$ cat src/rtl/clock_divider_ctrl_if.sv
// clock_divider_ctrl_if: valid/ready handshake carrying a new division factor
interface clock_divider_ctrl_if #(parameter int WIDTH = 8);
   logic             cfg_valid;
   logic [WIDTH-1:0] cfg_div;
   logic             cfg_ready;
   modport master(output cfg_valid, cfg_div, input cfg_ready);
   modport slave(input cfg_valid, cfg_div, output cfg_ready);
endinterface

$ cat src/rtl/clock_divider_ctrl.sv
// clock_divider_ctrl: glitch-free ratio change and start/stop sequencer for clock_divider
// CLKDIV_CTRL_TIMEOUT_EN adds a WAIT_LOW watchdog with a timeout_err pulse
module clock_divider_ctrl #(
   parameter int WIDTH      = 8,
   parameter int SETTLE_CYC = 2
`ifdef CLKDIV_CTRL_TIMEOUT_EN
   , parameter int TIMEOUT  = 1024
`endif
) (
   input  logic                clk_in,
   input  logic                rst,
   clock_divider_ctrl_if.slave cfg,
   input  logic                start,
   input  logic                stop,
   input  logic                div_clk_in,
   output logic                div_rst,
   output logic [WIDTH-1:0]    div_val,
   output logic                running,
   output logic                busy,
   output logic                cfg_err
`ifdef CLKDIV_CTRL_TIMEOUT_EN
   , output logic              timeout_err
`endif
);
   localparam int SW = $clog2(SETTLE_CYC + 1);
   typedef enum logic [2:0] {OFF, RUN, WAIT_LOW, LOAD, SETTLE} state_t;
   state_t           state;
   logic             prev, stop_pend, pend_v;
   logic [WIDTH-1:0] pend_div;
   logic [SW-1:0]    scnt;
   logic             acc, ok, fall;
`ifdef CLKDIV_CTRL_TIMEOUT_EN
   localparam int TW = $clog2(TIMEOUT + 1);
   logic [TW-1:0]    tcnt;
`endif
   assign cfg.cfg_ready = state == OFF || (state == RUN && !stop);
   // a cfg offered alongside stop in RUN is still captured so it lands before OFF
   assign acc  = cfg.cfg_valid && (state == OFF || state == RUN);
   assign ok   = |cfg.cfg_div[WIDTH-1:1];
   assign fall = prev && !div_clk_in;
   always_ff @(posedge clk_in or posedge rst)
      if (rst) begin
         state     <= OFF;
         div_rst   <= 1'b1;
         div_val   <= WIDTH'(2);
         running   <= 1'b0;
         busy      <= 1'b0;
         cfg_err   <= 1'b0;
         prev      <= 1'b0;
         stop_pend <= 1'b0;
         pend_v    <= 1'b0;
         pend_div  <= '0;
         scnt      <= '0;
`ifdef CLKDIV_CTRL_TIMEOUT_EN
         tcnt        <= '0;
         timeout_err <= 1'b0;
`endif
      end else begin
         prev    <= div_clk_in;
         cfg_err <= acc && !ok;
`ifdef CLKDIV_CTRL_TIMEOUT_EN
         timeout_err <= 1'b0;
`endif
         case (state)
            OFF: begin
               if (acc && ok) div_val <= cfg.cfg_div;
               if (start && !stop) begin
                  state   <= RUN;
                  div_rst <= 1'b0;
                  running <= 1'b1;
               end
            end
            RUN: if ((acc && ok) || stop) begin
               state     <= WAIT_LOW;
               running   <= 1'b0;
               busy      <= 1'b1;
               pend_v    <= acc && ok;
               pend_div  <= cfg.cfg_div;
               stop_pend <= stop;
`ifdef CLKDIV_CTRL_TIMEOUT_EN
               tcnt      <= '0;
`endif
            end
`ifdef CLKDIV_CTRL_TIMEOUT_EN
            WAIT_LOW: if (fall || tcnt == TW'(TIMEOUT - 1)) begin
               state       <= LOAD;
               div_rst     <= 1'b1;
               timeout_err <= !fall;
            end else tcnt <= tcnt + 1'b1;
`else
            WAIT_LOW: if (fall) begin
               state   <= LOAD;
               div_rst <= 1'b1;
            end
`endif
            LOAD: begin
               if (pend_v) div_val <= pend_div;
               pend_v    <= 1'b0;
               stop_pend <= 1'b0;
               scnt      <= '0;
               state     <= stop_pend ? OFF : SETTLE;
               busy      <= !stop_pend;
            end
            SETTLE: if (scnt == SW'(SETTLE_CYC - 1)) begin
               state   <= RUN;
               div_rst <= 1'b0;
               busy    <= 1'b0;
               running <= 1'b1;
            end else scnt <= scnt + 1'b1;
            default: state <= OFF;
         endcase
      end
endmodule

$ cat src/flat_wrapper.sv
// flat-port wrapper written by rule: the top's interface ports become plain ports
module clock_divider_ctrl_flat 
#(
   parameter int WIDTH      = 8,
   parameter int SETTLE_CYC = 2

)
  (clk_in, rst, start, stop, div_clk_in, div_rst, div_val, running, busy, cfg_err, cfg_cfg_valid, cfg_cfg_div, cfg_cfg_ready);
  clock_divider_ctrl_if #(.WIDTH(WIDTH)) cfg_i ();
  input  logic clk_in;
  input  logic rst;
  input  logic start;
  input  logic stop;
  input  logic div_clk_in;
  output logic div_rst;
  output logic [WIDTH-1:0] div_val;
  output logic running;
  output logic busy;
  output logic cfg_err;
  input wire logic [$bits(cfg_i.cfg_valid)-1:0] cfg_cfg_valid;
  input wire logic [$bits(cfg_i.cfg_div)-1:0] cfg_cfg_div;
  output wire logic [$bits(cfg_i.cfg_ready)-1:0] cfg_cfg_ready;
  assign cfg_i.cfg_valid = cfg_cfg_valid;
  assign cfg_i.cfg_div = cfg_cfg_div;
  assign cfg_cfg_ready = cfg_i.cfg_ready;
  clock_divider_ctrl #(.WIDTH(WIDTH), .SETTLE_CYC(SETTLE_CYC)) u_core (.clk_in(clk_in), .rst(rst), .cfg(cfg_i), .start(start), .stop(stop), .div_clk_in(div_clk_in), .div_rst(div_rst), .div_val(div_val), .running(running), .busy(busy), .cfg_err(cfg_err));
endmodule
$ cat config.mk
export PLATFORM = sky130hd
export DESIGN_NAME = clock_divider_ctrl_flat
export DESIGN_NICKNAME = d
export VERILOG_FILES = /design/src/rtl/clock_divider_ctrl_if.sv /design/src/rtl/clock_divider_ctrl.sv /design/src/flat_wrapper.sv
export SDC_FILE = /design/constraint.sdc
export NUM_CORES = 1
export LEC_CHECK = 0
export CORE_UTILIZATION = 50
export DETAILED_ROUTE_END_ITERATION = 8
export MAX_ROUTING_LAYER = met4
export PLACE_DENSITY = 0.8
export SYNTH_ARGS = -nofsm -noshare
export SYNTH_HDL_FRONTEND = slang
export SYNTH_SLANG_ARGS = --single-unit
$ cat constraint.sdc
create_clock -name clk_in -period 2.1 [get_ports clk_in]
set_input_delay 0.525 -clock clk_in [delete_from_list [all_inputs] [get_ports clk_in]]
set_output_delay 0.525 -clock clk_in [all_outputs]
set_load 0.02 [all_outputs]
==> metrics.md <==
| Metric | Value |
|---|---|
| Critical path destination | u_core.pend_div[3] |
| First-pass GRT wire length | 4629 um |
| Post-synthesis sequential area ratio | 50.68% |
| Share of cells above drive strength 1 | between 30% and 40% |
| CP Class | in2reg |
| Worst-Skew Late Latency | ~0.34 ns |
| Final setup margin | 0.03463 ns |
| Synth Register Bits | 28 |
| Outcome | finished clean |
| Critical path required time | 2.34 ns |
| Synth Instances | roughly 110 |
| Antenna Cells | 0 |
| Fillcell total | 177 |
| CTS clk-pin slew, worst paths | approximately 0.15 ns |
| Reg-to-reg startpoint | u_core.state[2] |
| Max-cap viol count | 0 |
| Port bufs | 26 |
| Setup violators final | 0 |
| Layout Nets | 171 |
| Rows | 18 |
| Grt ovf | 0 |
| Critical register-to-register path endpoint | u_core.div_val[6] |
| Layout Cells excl Fill | between 150 and 200 |
| Sink Count | 28 |
| Router iterations before antenna repair | 4 |
| Number of global-route vias before repair | approximately 990 |
| Slew margin rel. | 67.69% |
| Antenna-violating nets left | 0 |
| Clock Tree Buf Depth | 2 |
| Core area | approximately 0.0025 mm^2 |
| Residual DRC | 0 |
| Final period utilization | 98.35% |
| Post-synth ARST share | 100.0% |
| Wire per inst | 16.24 um |
| Skew final | 0.01041 ns |
| Vias per Instance | 5.568 |
| RSZ-0062 raised after global routing | no |
| CTS tree | built |
| Hold Violations, Final | 0 |
| Type of origin of the critical path | input pin |
| Yosys warns | 0 |
| Gr usage total | 23.05% |
| Fmax achieved | around 0.48 GHz |
| Reg-to-reg slack, setup | 0.26 ns |
| Pwr Density | 1411 mW/mm^2 |
| Initial drt markers | 31 |
| Placed Instances | between 150 and 200 |
| Syn Nets | 126 |
| Die area | 0.002990 mm^2 |
| Crit path from | cfg_cfg_div[6] |
| Routability cong. | 0.8659 |
| Final-report max-slew violation count | 0 |
| CTS H-Tree Depth | 1 |
| Leak Pwr | 0.8341 nW |
| R2R depth | 4 |
| Vias | 1030 |
| Critical Path AT | 2.31 ns |
| HP Class | reg2reg |
| Root Buffer | clkbuf_4 |
| Worst-Margin Slew | 0.4779 ns |
| Critical Path Sink Type | flip-flop |
| Initial core utilization | a little over half |
| TritonCTS Buffers | 3 |
| Main synth FF type | dfrtp_1 |
| Die X-Extent | approximately 55 um |
| Crit Path Max Fanout | 5 |
| Synthesized area | 0.001388 mm^2 |
| Hpwl dp | between 2000 and 2500 um |
| Yosys cell types | 31 |
| Min cycle time layout | between 2 and 2.5 ns |
| Pre-CTS setup slack | -0.4341 ns |
| Die Ht | 54.68 um |
| Synth-to-Final Area Change | 33.45% |
| Largest net degree at the start of global routing | 29 |
| Average size of a mapped cell | roughly 13 um^2 |
| Peak VDD IR | around 1000 uV |
| Pwr Total | 2.612 mW |
| Total Wirelength | 3005 um |
| EDFF count, synth | 0 |
| Initial antenna violation count | 0 |
| # IOs | 27 |
[synth_stat cells (2+ instances only)]
master | instances | share of area (%)
mux2_2 | 16 | 13
o31ai_1 | 2 | 1.1
clkbuf_1 | 4 | 1.1
dfstp_2 | 2 | 3.8
inv_1 | 7 | 1.9
a21oi_1 | 4 | 1.4
nor3b_1 | 3 | 1.6
a211oi_1 | 4 | 2.2
o21ai_0 | 5 | 1.8
nor2_1 | 5 | 1.4
nand2_1 | 5 | 1.4
nand2b_1 | 3 | 1.4
dfrtp_1 | 26 | 47
mux2_4 | 8 | 8.7
[critical path, cell delays in order]
cell and delay (ns):
dlygate4sd2_1 0.25, or4_4 0.57, o41ai_4 0.31, a21o_1 0.19, buf_4 0.16, mux2_4 0.30
[final cells by class]
cell class                      count  area (um^2)  area share, %
Sequential cell                    28        703.2          37.97
Multi-Input combinational cell     71        646.9          34.93
Clock buffer                        4        36.28          1.959
Timing Repair Buffer               45        401.6          21.69
Inverter                            7        26.28          1.419
Tap cell                           30        37.54          2.027
[cells by family after synthesis]
logic type      share of synthesized area (%)
flops                                   50.68
buf+inv                                 3.787
simple gates                            8.658
compound gates                          14.34
mux                                     21.64
fa+ha+maj                              0.9016
[layer usage]
layer  global-route usage (%)  routed length [um]  vias up
li1                         -                   -      494
met1                    29.97                1338      503
met2                    34.74                1483       33
met3                    7.222                 183        0
met4                    5.556                   0        0
met5                        -                   0        -
[through the flow]
step	cell area (um^2)	hold slack, ns	util [%]	TNS, ns
final	1852	0.4992	72.76	0
after global placement	1805	0.4672	70.94	-6.919
after detailed placement	1805	0.4804	70.94	-7.552
after CTS	1839	0.5024	72.27	0
after global routing	1852	0.5182	72.76	0
after floorplan	1391	0.4542	-	0
[placed cells by master, fill, tap and decap left out, types with 2 or more instances in the layout]
master,n
a211oi_1,4
a21oi_1,4
buf_4,18
clkbuf_4,3
clkdlybuf4s50_1,21
dfrtp_1,26
dfstp_2,2
dlygate4sd2_1,4
inv_1,7
mux2_2,16
mux2_4,8
nand2_1,5
nand2b_1,3
nor2_1,5
nor3b_1,3
o21ai_0,5
o31ai_1,2
[repair_timing]
item	in CTS	in global routing
hold buffers	0	0
setup buffers	0	0
pin swaps	3	0
gates resized for setup	6	2
setup endpoints to repair	11	4
[how the worst min path moves through the flow]
stage | startpoint | endpoint | slack [ns] | cells past startpoint
6_report | u_core.div_rst | u_core.div_rst | 0.50 | 2
5_1_grt | u_core.stop_pend | u_core.state[2] | 0.52 | 1
4_1_cts | u_core.div_rst | u_core.div_rst | 0.50 | 2
3_5_place_dp | u_core.div_rst | u_core.div_rst | 0.48 | 2
3_3_place_gp | u_core.stop_pend | u_core.state[2] | 0.47 | 1
2_1_floorplan | u_core.stop_pend | u_core.state[2] | 0.45 | 1
[registers in the layout, indices dropped and copies added (netlist names), 2 cells and up]
register / count
u_core.div_val: 8
u_core.pend_div: 8
u_core.scnt: 2
u_core.state: 3
[report_power, final]
part	switching (mW)	internal [mW]
clock network	0.161	0.106
logic	0.609	0.752
registers	0.188	0.796
Power figures use the tool's default switching activity.
